$ cat src/rtl/coke_vend_pkg.sv
// Shared types and constants for the coke vending controller.
// Optional feature macro used by the design: STOCK_TRACK_EN.
package coke_vend_pkg;

    // Money is counted in 5-cent units; two bits cover every coin, credit and change value.
    localparam int unsigned UNIT_W = 2;

    typedef logic [UNIT_W-1:0] credit_t;

    localparam credit_t COIN_NONE = 2'b00;
    localparam credit_t COIN_5    = 2'b01;
    localparam credit_t COIN_10   = 2'b10;
    localparam credit_t COIN_15   = 2'b11;

endpackage

$ cat src/rtl/coke_vend_fsm_if.sv
// Coin/dispense bus between the coin acceptor side and the vending controller.
// The empty flag exists only when STOCK_TRACK_EN is defined.
interface coke_vend_fsm_if;

    logic [0:1] m;      // coin code, m[0] is the MSB
    logic       n;      // cancel request
    logic       y;      // dispense strobe
    logic [0:1] ch;     // change/refund, ch[0] is the MSB
`ifdef STOCK_TRACK_EN
    logic       empty;  // stock exhausted

    modport master (output m, output n, input y, input ch, input empty);
    modport slave  (input m, input n, output y, output ch, output empty);
`else
    modport master (output m, output n, input y, input ch);
    modport slave  (input m, input n, output y, output ch);
`endif

endinterface

$ cat src/rtl/coke_credit_calc.sv
// Combinational credit arithmetic: adds a coin to the held credit, decides whether the
// price is reached and works out the change.
module coke_credit_calc
    import coke_vend_pkg::*;
#(
    parameter int unsigned PRICE_UNITS = 3
) (
    input  credit_t i_credit,
    input  credit_t i_coin,
    output logic    o_vend,
    output credit_t o_change,
    output credit_t o_credit
);

    localparam logic [2:0] PRICE_W3 = 3'(PRICE_UNITS);
    localparam credit_t    PRICE_LO = 2'(PRICE_UNITS);

    logic [2:0] w_sum;

    // Sum, price compare and change. Change is at most 2 units, so a mod-4 subtraction
    // of the low bits is exact (this also covers PRICE_UNITS = 4, whose low bits are 0).
    always_comb begin
        w_sum    = {1'b0, i_credit} + {1'b0, i_coin};
        o_vend   = (w_sum >= PRICE_W3);
        o_change = o_vend ? (w_sum[1:0] - PRICE_LO) : COIN_NONE;
        o_credit = o_vend ? COIN_NONE : w_sum[1:0];
    end

endmodule

$ cat src/rtl/coke_vend_fsm.sv
// Coin-operated drink vending controller. Credit register is the state; dispense strobe and
// change are registered and respond one cycle after the sampled coin/cancel.
// Optional stock tracking with an empty flag is enabled by defining STOCK_TRACK_EN.
module coke_vend_fsm
    import coke_vend_pkg::*;
#(
    parameter int unsigned PRICE_UNITS = 3
`ifdef STOCK_TRACK_EN
    ,
    parameter int unsigned STOCK_INIT  = 8
`endif
) (
    input  logic                clk,
    input  logic                rst_n,
    coke_vend_fsm_if.slave      bus
);

    credit_t r_credit;
    logic    r_y;
    credit_t r_ch;

    credit_t w_coin;
    logic    w_vend;
    credit_t w_change;
    credit_t w_credit_nxt;

    assign w_coin = bus.m;

    coke_credit_calc #(
        .PRICE_UNITS (PRICE_UNITS)
    ) u_calc (
        .i_credit (r_credit),
        .i_coin   (w_coin),
        .o_vend   (w_vend),
        .o_change (w_change),
        .o_credit (w_credit_nxt)
    );

`ifdef STOCK_TRACK_EN
    localparam int unsigned STOCK_W = (STOCK_INIT > 0) ? $clog2(STOCK_INIT + 1) : 1;

    logic [STOCK_W-1:0] r_stock;
    logic               w_empty;

    assign w_empty   = (r_stock == '0);
    assign bus.empty = w_empty;

    // Credit/output state machine with stock counter; cancel beats coin, empty rejects coins.
    always_ff @(posedge clk or negedge rst_n) begin
        if (!rst_n) begin
            r_credit <= COIN_NONE;
            r_y      <= 1'b0;
            r_ch     <= COIN_NONE;
            r_stock  <= STOCK_W'(STOCK_INIT);
        end else if (bus.n) begin
            r_ch     <= r_credit;
            r_credit <= COIN_NONE;
            r_y      <= 1'b0;
        end else if (w_empty) begin
            // Sold out: bounce the coin straight back (COIN_NONE bounces as 00).
            r_ch     <= w_coin;
            r_y      <= 1'b0;
        end else if (w_coin != COIN_NONE) begin
            r_y      <= w_vend;
            r_ch     <= w_change;
            r_credit <= w_credit_nxt;
            if (w_vend) begin
                r_stock <= r_stock - 1'b1;
            end
        end else begin
            r_y      <= 1'b0;
            r_ch     <= COIN_NONE;
        end
    end
`else
    // Credit/output state machine; cancel beats coin, idle holds credit.
    always_ff @(posedge clk or negedge rst_n) begin
        if (!rst_n) begin
            r_credit <= COIN_NONE;
            r_y      <= 1'b0;
            r_ch     <= COIN_NONE;
        end else if (bus.n) begin
            r_ch     <= r_credit;
            r_credit <= COIN_NONE;
            r_y      <= 1'b0;
        end else if (w_coin != COIN_NONE) begin
            r_y      <= w_vend;
            r_ch     <= w_change;
            r_credit <= w_credit_nxt;
        end else begin
            r_y      <= 1'b0;
            r_ch     <= COIN_NONE;
        end
    end
`endif

    assign bus.y  = r_y;
    assign bus.ch = r_ch;

endmodule

$ cat src/flat_wrapper.sv
// flat-port wrapper written by rule: the top's interface ports become plain ports
module coke_vend_fsm_flat import coke_vend_pkg::*;
#(
    parameter int unsigned PRICE_UNITS = 3

)
  (clk, rst_n, bus_m, bus_n, bus_y, bus_ch);
  coke_vend_fsm_if bus_i ();
  input  logic clk;
  input  logic rst_n;
  input wire logic [$bits(bus_i.m)-1:0] bus_m;
  input wire logic [$bits(bus_i.n)-1:0] bus_n;
  output wire logic [$bits(bus_i.y)-1:0] bus_y;
  output wire logic [$bits(bus_i.ch)-1:0] bus_ch;
  assign bus_i.m = bus_m;
  assign bus_i.n = bus_n;
  assign bus_y = bus_i.y;
  assign bus_ch = bus_i.ch;
  coke_vend_fsm #(.PRICE_UNITS(PRICE_UNITS)) u_core (.clk(clk), .rst_n(rst_n), .bus(bus_i));
endmodule
$ cat config.mk
export PLATFORM = sky130hd
export DESIGN_NAME = coke_vend_fsm_flat
export DESIGN_NICKNAME = d
export VERILOG_FILES = /design/src/rtl/coke_vend_pkg.sv /design/src/rtl/coke_vend_fsm_if.sv /design/src/rtl/coke_credit_calc.sv /design/src/rtl/coke_vend_fsm.sv /design/src/flat_wrapper.sv
export SDC_FILE = /design/constraint.sdc
export NUM_CORES = 1
export LEC_CHECK = 0
export BUFFER_PORTS_ARGS = -buffer_cell sky130_fd_sc_hd__buf_2
export CAP_MARGIN = 20
export CORE_AREA = 3 3 40 42
export CTS_BUF_LIST = sky130_fd_sc_hd__clkbuf_4
export DETAILED_ROUTE_END_ITERATION = 6
export DIE_AREA = 0 0 43 45
export PLACE_DENSITY = 0.49
export SLEW_MARGIN = 0
export SYNTH_ARGS = -nofsm -noshare
export SYNTH_HDL_FRONTEND = slang
export SYNTH_SLANG_ARGS = --single-unit
$ cat constraint.sdc
create_clock -name clk -period 2.4 [get_ports clk]
set_input_delay 0.36 -clock clk [delete_from_list [all_inputs] [get_ports clk]]
set_output_delay 0.36 -clock clk [all_outputs]
set_load 0.005 [all_outputs]
Word level (Yosys, flattened, before mapping)
Index checks and enable logic that the tools add are counted.
{ "word_totals": {"out_inout_bits": 3, "in_bits": 5, "memories": 0, "elab_cells": 16, "reg_bits": 5, "ramBits": 0, "latch_bits": 0, "rom_bits": 0} }
{ "op_classes": {"reduce_logical": 2, "bitwise_logic": 0, "n_div": 0, "multipliers": 0, "n_addsub": 2, "order_cmp": 1, "mux": 8, "shifts": 0, "eq_ne": 0} }
{ "op_table": {"columns": ["cell", "n"], "rows": [
  ["2-bit 2-to-1 mux", 6],
  ["2-bit nonzero test", 2],
  ["2-bit by 2-bit adder with 3-bit output", 1],
  ["3-bit by 2-bit greater-or-equal comparator with 1-bit output, second input constant", 1],
  ["1-bit 2-to-1 mux", 2],
  ["2-bit subtractor, second input constant", 1]
]} }

Longest topological paths before layout
Gate-level depths: netlist (run 1).
{ "depth": {"ltp_word": 5, "depth_mapped": 8} }

By module
A second synthesis (run 1) with hierarchy kept.
{ "hier_totals": {"hier_cells": 27, "area_unflattened_um2": 285.3} }
{ "modules_own_cells": {"columns": ["module", "seq_area_each_um2", "cells_each", "instances", "area_each_um2"], "rows": [
  ["coke_vend_fsm", 125.1, 19, 1, 201.4],
  ["coke_credit_calc", 0.0, 8, 1, 83.8]
]} }

Least setup slack after synthesis (run 1)
No wires, ideal clock.
{ "synth_path": {"kind": "input to register", "startpoint": "in bus_m[0]", "endpoint": "reg u_core.r_ch[1], in the netlist u_core.bus.ch[0]", "t_required_ns": 2.279, "setup_time_ns": 0.121, "setup_slack_ns": 0.601, "arrival_ns": 1.678, "path_stages": 7, "cell_sequence": "ha_1 inv_1 fa_1 inv_1 ha_1 nor3b_1 a22o_2"} }
{ "synth_between": {"elab_chain_cells": 5} }
{ "synth_rtl": {"columns": ["element", "line", "text"], "rows": [
  ["start, declared", "flat_wrapper.sv:11", "input wire logic [$bits(bus_i.m)-1:0] bus_m;"],
  ["2-bit by 2-bit adder with 3-bit output", "coke_credit_calc.sv:23", "w_sum = {1'b0, i_credit} + {1'b0, i_coin};"],
  ["3-bit by 2-bit greater-or-equal comparator with 1-bit output / 2-bit subtractor (equally long branches)", "coke_credit_calc.sv:24, coke_credit_calc.sv:25", null],
  ["2-bit 2-to-1 mux", "coke_credit_calc.sv:25", "o_change = o_vend ? (w_sum[1:0] - PRICE_LO) : COIN_NONE;"],
  ["2-bit 2-to-1 mux (*)", "coke_vend_fsm.sv:86", "end else if (w_coin != COIN_NONE) begin"],
  ["2-bit 2-to-1 mux (*)", "coke_vend_fsm.sv:82", "end else if (bus.n) begin"],
  ["end signal, assigned", "coke_vend_fsm.sv:83", "r_ch <= r_credit;"],
  ["end signal, assigned", "coke_vend_fsm.sv:88", "r_ch <= w_change;"],
  ["end, declared", "coke_vend_fsm.sv:20", "credit_t r_ch;"]
]} }
Mark *: on every way between the ends. The rest lies on a longest branch, timed or not.
A chain may end at the register's enable or synchronous reset.

Worst setup path after layout (run 1)
{ "layout_path": {"startpoint": "reg u_core.r_credit[0]", "endpoint": "reg u_core.r_credit[1]"} }
{ "layout_between": {"elab_chain_cells": 5} }
{ "layout_rtl": {"columns": ["element", "line", "text"], "rows": [
  ["start, declared", "coke_vend_fsm.sv:18", "credit_t r_credit;"],
  ["start signal, assigned", "coke_vend_fsm.sv:89", "r_credit <= w_credit_nxt;"],
  ["2-bit by 2-bit adder with 3-bit output (*)", "coke_credit_calc.sv:23", null],
  ["3-bit by 2-bit greater-or-equal comparator with 1-bit output", "coke_credit_calc.sv:24", "o_vend = (w_sum >= PRICE_W3);"],
  ["2-bit 2-to-1 mux (*)", "coke_credit_calc.sv:26", "o_credit = o_vend ? COIN_NONE : w_sum[1:0];"],
  ["2-bit 2-to-1 mux (*)", "coke_vend_fsm.sv:86", null],
  ["2-bit 2-to-1 mux (*)", "coke_vend_fsm.sv:82", null]
]} }
Mark *: on every way between the ends. The rest lies on a longest branch, timed or not. The select of a mux whose other input is x is not followed.

==> results.json, run 1 <==
{
  "cp-start-kind": "register",
  "yosysMostFrequentCell": "inv_1",
  "clkTransAtPathRegs_ns": 0.04,
  "die_h_um": 45,
  "rows": 13,
  "first_pass_iters": 4,
  "layout_worst_path_cycle_share": 0.809,
  "r2r_cells": 8,
  "synth-seq-cells": 5,
  "vdd_drop_max_mv": 0.204,
  "drtIter0Drc": 4,
  "min_period_ns": 1.94,
  "fin_setup_tns_ns": 0,
  "cp.required_ns": 2.52,
  "portBuffers": 7,
  "p_leak_nw": 0.188,
  "p_per_area_mw_per_mm2": 807,
  "max_cap_viol_count": 0,
  "chipWidth_um": 43,
  "grt_pass1_vias": 231,
  "start_util": 0.232,
  "syn_avg_cell_area_um2": 11.5,
  "core_mm2": 0.00128,
  "wl_per_cell_um": 10.4,
  "slew_headroom": 0.806,
  "hpwl_um": 419,
  "postSynthCellCount": 26,
  "rsz0062_at_grt": "false",
  "hold_class": "primary input to register",
  "final_cells": 52,
  "avgViaCountPerCell": 4.52,
  "netlist_area_um2": 298,
  "path_class": "register to register",
  "ys_seq_area_frac": 0.420,
  "antennaDiodeCount": 0,
  "netSwitchingPower_mw": 0.0891,
  "worstHoldPathCells": 2,
  "worst_hold_slack_ns": 0.390,
  "ant_nets": 0,
  "grt_pass1_wl_um": 931,
  "setup_violations": 0,
  "maxSlewViolCount": 0,
  "pwr-share-clk": 0.354,
  "cts_sinks": 5,
  "grt_overflow": 0,
  "finClkSkew_ns": 0.000869,
  "ys.flop_type": "dfrtp_1",
  "pwr-share-comb": 0.296,
  "fin_nets": 46,
  "p_int_mw": 0.218,
  "fmax_mhz": 515,
  "vias": 235,
  "ys_types": 12,
  "die_area_mm2": 0.00194,
  "synth_edf_count": 0,
  "grt_max_degree": 10,
  "r2r_setup_slack_ns": 0.46,
  "tritoncts": "yes",
  "yosysTopAreaCellShare": 0.420,
  "synth_nets": 34,
  "crit_fanout": 4,
  "ctsResizeCount": 0,
  "placed_cells": 47,
  "antenna_found_initial": 0,
  "numCtsBuffers": 3,
  "insertion_delay_ns": 0.24,
  "synthArstFlopShare": 1.00,
  "ios": 8,
  "cts_root_buf": "clkbuf_4",
  "cts_max_level": 1,
  "synth_top_area_cell": "dfrtp_1",
  "clock_path_buffers": 2,
  "netlist_top_cells_area": "dfrtp_1, o41ai_1, ha_1",
  "yosys_warnings": 0,
  "pwr-share-seq": 0.350,
  "holdBufCountCts": 1,
  "drc_errors": 0,
  "hold_viol": 0,
  "grt.total_usage": 0.0687,
  "cts_setup_buffers": 0,
  "crit_path_end_kind": "register",
  "gp_congestion": 0.756,
  "ys_top_cells_by_count": "inv_1, dfrtp_1, o41ai_1",
  "status": "finished clean",
  "drive_above_1_share": 0.378,
  "p_sw_frac": 0.290,
  "cp.arrival_ns": 2.07,
  "syn_to_final_growth_pct": 27.7,
  "tightest_slew_ns": 0.287,
  "totalWireLength_um": 539
}
## final timing paths
check / start / to
worst max-delay path: u_core.r_credit[0] / u_core.r_credit[1]
worst min-delay path: bus_n / u_core.bus.y
worst max register to register: u_core.r_credit[0] / u_core.r_credit[1]
worst min register to register: u_core.r_credit[0] / u_core.bus.ch[1]
max in group asynchronous: rst_n / u_core.bus.ch[0]
min in group asynchronous: rst_n / u_core.r_credit[1]
## power groups by stage
| stage | logic, mW | registers [mW] | clock network, mW |
|---|---|---|---|
| after floorplan | 0.0621 | 0.109 | 0 |
| after global placement | 0.0875 | 0.108 | 0 |
| after detailed placement | 0.0901 | 0.108 | 0 |
| after CTS | 0.0916 | 0.107 | 0.115 |
| after global routing | 0.104 | 0.108 | 0.121 |
| final | 0.0907 | 0.107 | 0.109 |
## registers in the layout (all words and copies together) (netlist names)
signal / flops
u_core.bus.ch: 2
u_core.bus.y: 1
u_core.r_credit: 2
## area by class of cell
type / instances / area, um2
multi-input cells: 14 / 139
repair buffers: 8 / 45.0
clock buffers: 4 / 30.0
flip-flops and latches: 5 / 125
well taps: 15 / 18.8
inverters: 6 / 22.5
fillers: 141 / 905
## placed cells by master, fill, tap and decap left out
master and count:
dlygate4sd3_1 1, clkbuf_4 4, o41ai_1 3, nor2_4 1
o211ai_2 1, ha_1 2, fa_1 1, buf_2 7
dfrtp_1 5, nand2_1 1, a22o_2 1, inv_1 6
nand3b_1 2, nor3b_1 2
## worst max-delay path, cell delays in order (launching register included)
cell	delay, ns
dfrtp_1	0.38
ha_1	0.16
inv_1	0.04
fa_1	0.55
inv_1	0.06
ha_1	0.17
inv_1	0.06
o211ai_2	0.12
o41ai_1	0.27
## per-stage QoR
step | utilization | total power [mW] | setup slack [ns] | area, um2
final | 0.296 | 0.307 | 0.459 | 380
after global routing | 0.296 | 0.334 | 0.367 | 380
after CTS | 0.296 | 0.314 | 0.468 | 380
after detailed placement | 0.265 | 0.198 | 0.354 | 340
after global placement | 0.265 | 0.196 | 0.412 | 340
after floorplan | - | 0.171 | 0.601 | 298
## kinds of logic (layout without fill, tap and decap cells)
kind of cell	count (synthesis)	after routing	synth area share
buffers and inverters	7	18	0.113
AND/OR/NAND/NOR	6	6	0.151
AO/OA/AOI/OAI	5	5	0.164
flip-flops	5	5	0.420
adder cells (fa/ha/maj)	3	3	0.151
## metal layers
layer / GRT usage / wire, um / up-vias
met5: 0 / 0 / -
met4: 0.0723 / 0 / 0
met3: 0.0239 / 46 / 0
met2: 0.102 / 254 / 12
met1: 0.0735 / 237 / 112
li1: - / - / 111
Power figures use the tool's default switching activity.
==> run 2, diff against run 1 <==
Settings changed: PLACE_DENSITY 0.49 to 0.5.
Clock period 2.4 ns to 1.55 ns, I/O delays scaled along.
==> run 2 against run 1 <==
The flow now finishes with violations (setup timing). Worst setup slack lost 0.72 ns. Routed wire length grew 26%. Die area is the same. Core utilization grew 6.5 points. Sequential share of layout area shrank 5.9 points. Global-route usage grew 2.1 points. Count of clock-buffer cells in the layout is the same. Hold slack lost 0.090 ns. Non-clock buffer count grew 5. Highest routed layer is now met4. Flip-flop and latch count is the same.
==> results.json, run 2 (synthesized netlist as in run 1, its figures left out) <==
{
  "status": "finished with violations",
  "violations": "setup timing",
  "crit_fanout": 2,
  "p_per_area_mw_per_mm2": 1230,
  "rsz0062_at_grt": "true",
  "cts_max_level": 1,
  "ant_nets": 0,
  "slew_headroom": 0.764,
  "fmax_mhz": 551,
  "start_util": 0.232,
  "portBuffers": 7,
  "finClkSkew_ns": 0.00378,
  "grt_overflow": 0,
  "antenna_found_initial": 0,
  "cp-start-kind": "register",
  "fillers": 129,
  "tritoncts": "yes",
  "numCtsBuffers": 3,
  "grt_max_degree": 10,
  "final_common_cell": "buf_2",
  "insertion_delay_ns": 0.24,
  "final_cells": 57,
  "placed_cells": 51,
  "antennaDiodeCount": 0,
  "p_leak_nw": 0.225,
  "drive_above_1_share": 0.643,
  "clock_path_buffers": 2,
  "layout_common_cells": "buf_2, buf_4, dfrtp_1",
  "vdd_drop_max_mv": 0.290,
  "crit_path_end_kind": "register",
  "cp.required_ns": 1.67,
  "vias": 245,
  "drtIter0Drc": 5,
  "cp.arrival_ns": 1.94,
  "clkTransAtPathRegs_ns": 0.05,
  "totalWireLength_um": 680,
  "ff_latch_area_um2": 125,
  "maxSlewViolCount": 0,
  "core_mm2": 0.00128,
  "final_util": 0.361,
  "tightest_slew_ns": 0.349,
  "rows": 13,
  "wl_per_cell_um": 11.9,
  "die_h_um": 45,
  "max_cap_viol_count": 0,
  "hold_class": "primary input to register",
  "hold_viol": 0,
  "cts_root_buf": "clkbuf_4",
  "hpwl_um": 540,
  "grt.total_usage": 0.0896,
  "chipWidth_um": 43,
  "path_class": "register to register",
  "die_area_mm2": 0.00194,
  "layout_worst_path_cycle_share": 1.17,
  "multi_input_area_um2": 183,
  "gp_congestion": 0.699,
  "syn_to_final_growth_pct": 55.9,
  "avgViaCountPerCell": 4.30,
  "fin_nets": 51,
  "grt_pass1_vias": 298,
  "drc_errors": 0,
  "fin_ws_ns": -0.265,
  "cts_sinks": 5,
  "grt_pass1_wl_mm": 1.23,
  "setup_violations": 4,
  "ios": 8,
  "first_pass_iters": 3,
  "min_period_ns": 1.81
}
[run 2: cell count changes in the layout (fill, tap and decap cells not counted), moves of 2 or more]
cell / previous run / this run
o41ai_1: 3 / 1
o41ai_2: 0 / 2
buf_4: 0 / 5
ha_1: 2 / 0
inv_1: 6 / 3
inv_2: 0 / 2
[run 2: final timing paths]
check / from / endpoint / slack (ns) / depth (start not counted)
worst max register to register: u_core.r_credit[0] / u_core.bus.ch[0] / -0.26 / 7
worst min-delay path: bus_n / u_core.bus.y / 0.30 / 2
worst min register to register: u_core.r_credit[1] / u_core.bus.ch[0] / 0.61 / 2
max in group asynchronous: rst_n / u_core.r_credit[1] / 1.09 / 2
worst max-delay path: u_core.r_credit[0] / u_core.bus.ch[0] / -0.26 / 7
min in group asynchronous: rst_n / u_core.bus.ch[1] / 0.33 / 2
[run 2: final cells by class]
class | count | share of cell area
inverter | 6 | 0.0539
sequential | 5 | 0.270
multi-input combinational | 14 | 0.394
clock buffer | 4 | 0.0647
tap | 15 | 0.0404
timing repair buffer | 13 | 0.178
[run 2: critical path: stages (launching register included)]
cell and delay [ns]:
dfrtp_1 0.35, ha_2 0.17, inv_2 0.03, fa_1 0.53, inv_2 0.06, ha_4 0.20
nor3b_2 0.15, a22o_2 0.20
[run 2: metal layers]
| layer | track usage | routed length (um) | vias to the layer above |
|---|---|---|---|
| li1 | - | - | 122 |
| met4 | 0.0904 | 10 | 0 |
| met5 | 0 | 0 | - |
| met2 | 0.159 | 382 | 7 |
| met3 | 0.0199 | 34 | 2 |
| met1 | 0.0833 | 253 | 114 |
[run 2: repair_timing]
action                     in CTS  in global routing
pin swaps                       3                  1
setup buffers                   1                  0
resized for setup              11                  0
hold endpoints to repair        5                  0
setup endpoints to repair       4                  5
hold buffers                    1                  0
[run 2: power by group]
group	internal, mW	total [mW]	switching (mW)
registers	0.155	0.163	0.00835
logic	0.122	0.240	0.117
clock network	0.115	0.168	0.0530
[run 2: metrics by stage]
| step | instance area [um2] | setup slack (ns) | hold WS, ns | total power, mW | setup TNS [ns] |
|---|---|---|---|---|---|
| 3_3_place_gp | 370 | -0.271 | 0.0501 | 0.328 | -0.907 |
| 4_1_cts | 464 | -0.272 | 0.294 | 0.575 | -0.935 |
| 6_report | 464 | -0.265 | 0.300 | 0.570 | -0.934 |
| 5_1_grt | 464 | -0.331 | 0.306 | 0.616 | -1.23 |
| 3_5_place_dp | 370 | -0.280 | 0.0530 | 0.337 | -1.03 |
| 2_1_floorplan | 298 | -0.244 | -0.0631 | 0.264 | -0.725 |
==> run 3, diff against run 2 <==
Settings changed: MAX_ROUTING_LAYER set to met4, TNS_END_PERCENT set to 1.
==> run 3 against run 2 <==
The run still ends with setup timing left. Worst setup slack got worse by 0.012 ns. Clock power about the same. Die area is the same. Critical endpoint unchanged. Largest power group unchanged.
==> results.json, run 3 (synthesized netlist as in run 1, its figures left out) <==
{
  "status": "finished with violations",
  "violations": "setup timing",
  "stdcell_area_um2": 459,
  "slew_headroom": 0.787,
  "totalWireLength_um": 577,
  "clkTransAtPathRegs_ns": 0.04,
  "fin_ws_ns": -0.277,
  "die_area_mm2": 0.00194,
  "grt_max_degree": 10,
  "ios": 8,
  "grt_pass1_wl_mm": 1.01,
  "cp.required_ns": 1.67,
  "multi_input_area_um2": 188,
  "grt_pass1_vias": 252,
  "rows": 13,
  "tightest_slew_ns": 0.315,
  "chipWidth_um": 43,
  "drtIter0Drc": 1,
  "vias": 239,
  "fin_nets": 50,
  "avgViaCountPerCell": 4.27,
  "cp-start-kind": "register",
  "portBuffers": 7,
  "first_pass_iters": 2,
  "core_mm2": 0.00128,
  "die_h_um": 45,
  "wl_per_cell_um": 10.3,
  "insertion_delay_ns": 0.24,
  "tritoncts": "yes",
  "finClkSkew_ns": 0.00293,
  "antennaDiodeCount": 0,
  "fillers": 128,
  "worst_hold_slack_ns": 0.295,
  "crit_fanout": 2,
  "layout_common_cells": "buf_2, dfrtp_1, clkbuf_4, buf_4",
  "grt_overflow": 0,
  "r2r_setup_slack_ns": -0.28,
  "busiest_layer": "met2",
  "max_cap_viol_count": 0,
  "setup_violations": 4,
  "placed_area_um2": 363,
  "path_class": "register to register",
  "layout_worst_path_cycle_share": 1.18,
  "hold_viol": 0,
  "met2_usage": 0.129,
  "grt.total_usage": 0.0828,
  "antenna_found_initial": 0,
  "grtUsageMet1": 0.0709,
  "numCtsBuffers": 3,
  "syn_to_final_growth_pct": 54.2,
  "dpl_worst_slack_ns": -0.305,
  "maxSlewViolCount": 0,
  "start_util": 0.232,
  "use_met3": 0.0359,
  "hpwl_um": 465,
  "rsz0062_at_grt": "true",
  "cts_sinks": 5,
  "fmax_mhz": 547,
  "drive_above_1_share": 0.659,
  "final_util": 0.357,
  "ff_latch_area_um2": 125,
  "gp_congestion": 0.714,
  "p_per_area_mw_per_mm2": 1210,
  "ant_nets": 0,
  "vdd_drop_max_mv": 0.246,
  "power_mw": 0.555,
  "crit_path_end_kind": "register",
  "final_common_cell": "buf_2",
  "min_period_ns": 1.83,
  "hold_class": "primary input to register",
  "cp.arrival_ns": 1.95,
  "cts_root_buf": "clkbuf_4",
  "drc_errors": 0,
  "clock_path_buffers": 2,
  "p_leak_nw": 0.222,
  "cts_max_level": 1
}
-- run 3: cell types whose count changed in the layout (fill, tap and decap cells not counted), sizes merged --
| cell | before | now |
|---|---|---|
| buf | 12 | 11 |
-- run 3: routing by layer --
metal  wire length (um)  vias to the layer above
li1                   -                      119
met1                223                      111
met2                314                        7
met3                 30                        2
met4                  8                        0
met5                  0                        -
-- run 3: report_power, final --
group / switching [mW] / total [mW] / leakage (nW) / internal, mW
clock network: 0.0502 / 0.165 / 0.0184 / 0.115
logic: 0.108 / 0.228 / 0.136 / 0.119
registers: 0.00816 / 0.163 / 0.0673 / 0.155
-- run 3: worst max-delay path, cell delays in order, from the launching register on --
cell     delay (ns)
dfrtp_1        0.35
ha_2           0.18
inv_2          0.04
fa_1           0.54
inv_2          0.06
ha_4           0.20
nor3b_2        0.14
a22o_2         0.20
-- run 3: metrics by stage --
stage          std cells  TNS [ns]
2_1_floorplan         26    -0.725
3_3_place_gp          50    -0.917
3_5_place_dp          50     -1.06
4_1_cts               55     -1.03
5_1_grt               56     -1.29
6_report              56    -0.941
-- run 3: final timing paths --
path                                     from               end  cells after the start
hold / removal                          bus_n      u_core.bus.y                      2
setup / recovery           u_core.r_credit[0]  u_core.bus.ch[0]                      7
min in group asynchronous               rst_n  u_core.bus.ch[1]                      2
setup reg to reg           u_core.r_credit[0]  u_core.bus.ch[0]                      7
max in group asynchronous               rst_n  u_core.bus.ch[0]                      2
hold reg to reg            u_core.r_credit[1]  u_core.bus.ch[0]                      2
-- run 3: timing repair --
| item | 4_1_cts | 5_1_grt |
|---|---|---|
| endpoints found under the setup margin | 4 | 5 |
| buffers inserted | 0 | 1 |
| gates resized for setup | 3 | 8 |
| pin swaps | 0 | 3 |
| hold endpoints to repair | 5 | 0 |
| hold buffers | 1 | 0 |
-- run 3: final cells by class --
cell class | count | share of cell area
multi-input cells | 14 | 0.409
repair buffers | 12 | 0.163
clock buffers | 4 | 0.0654
inverters | 6 | 0.0490
well taps | 15 | 0.0409
flip-flops and latches | 5 | 0.272
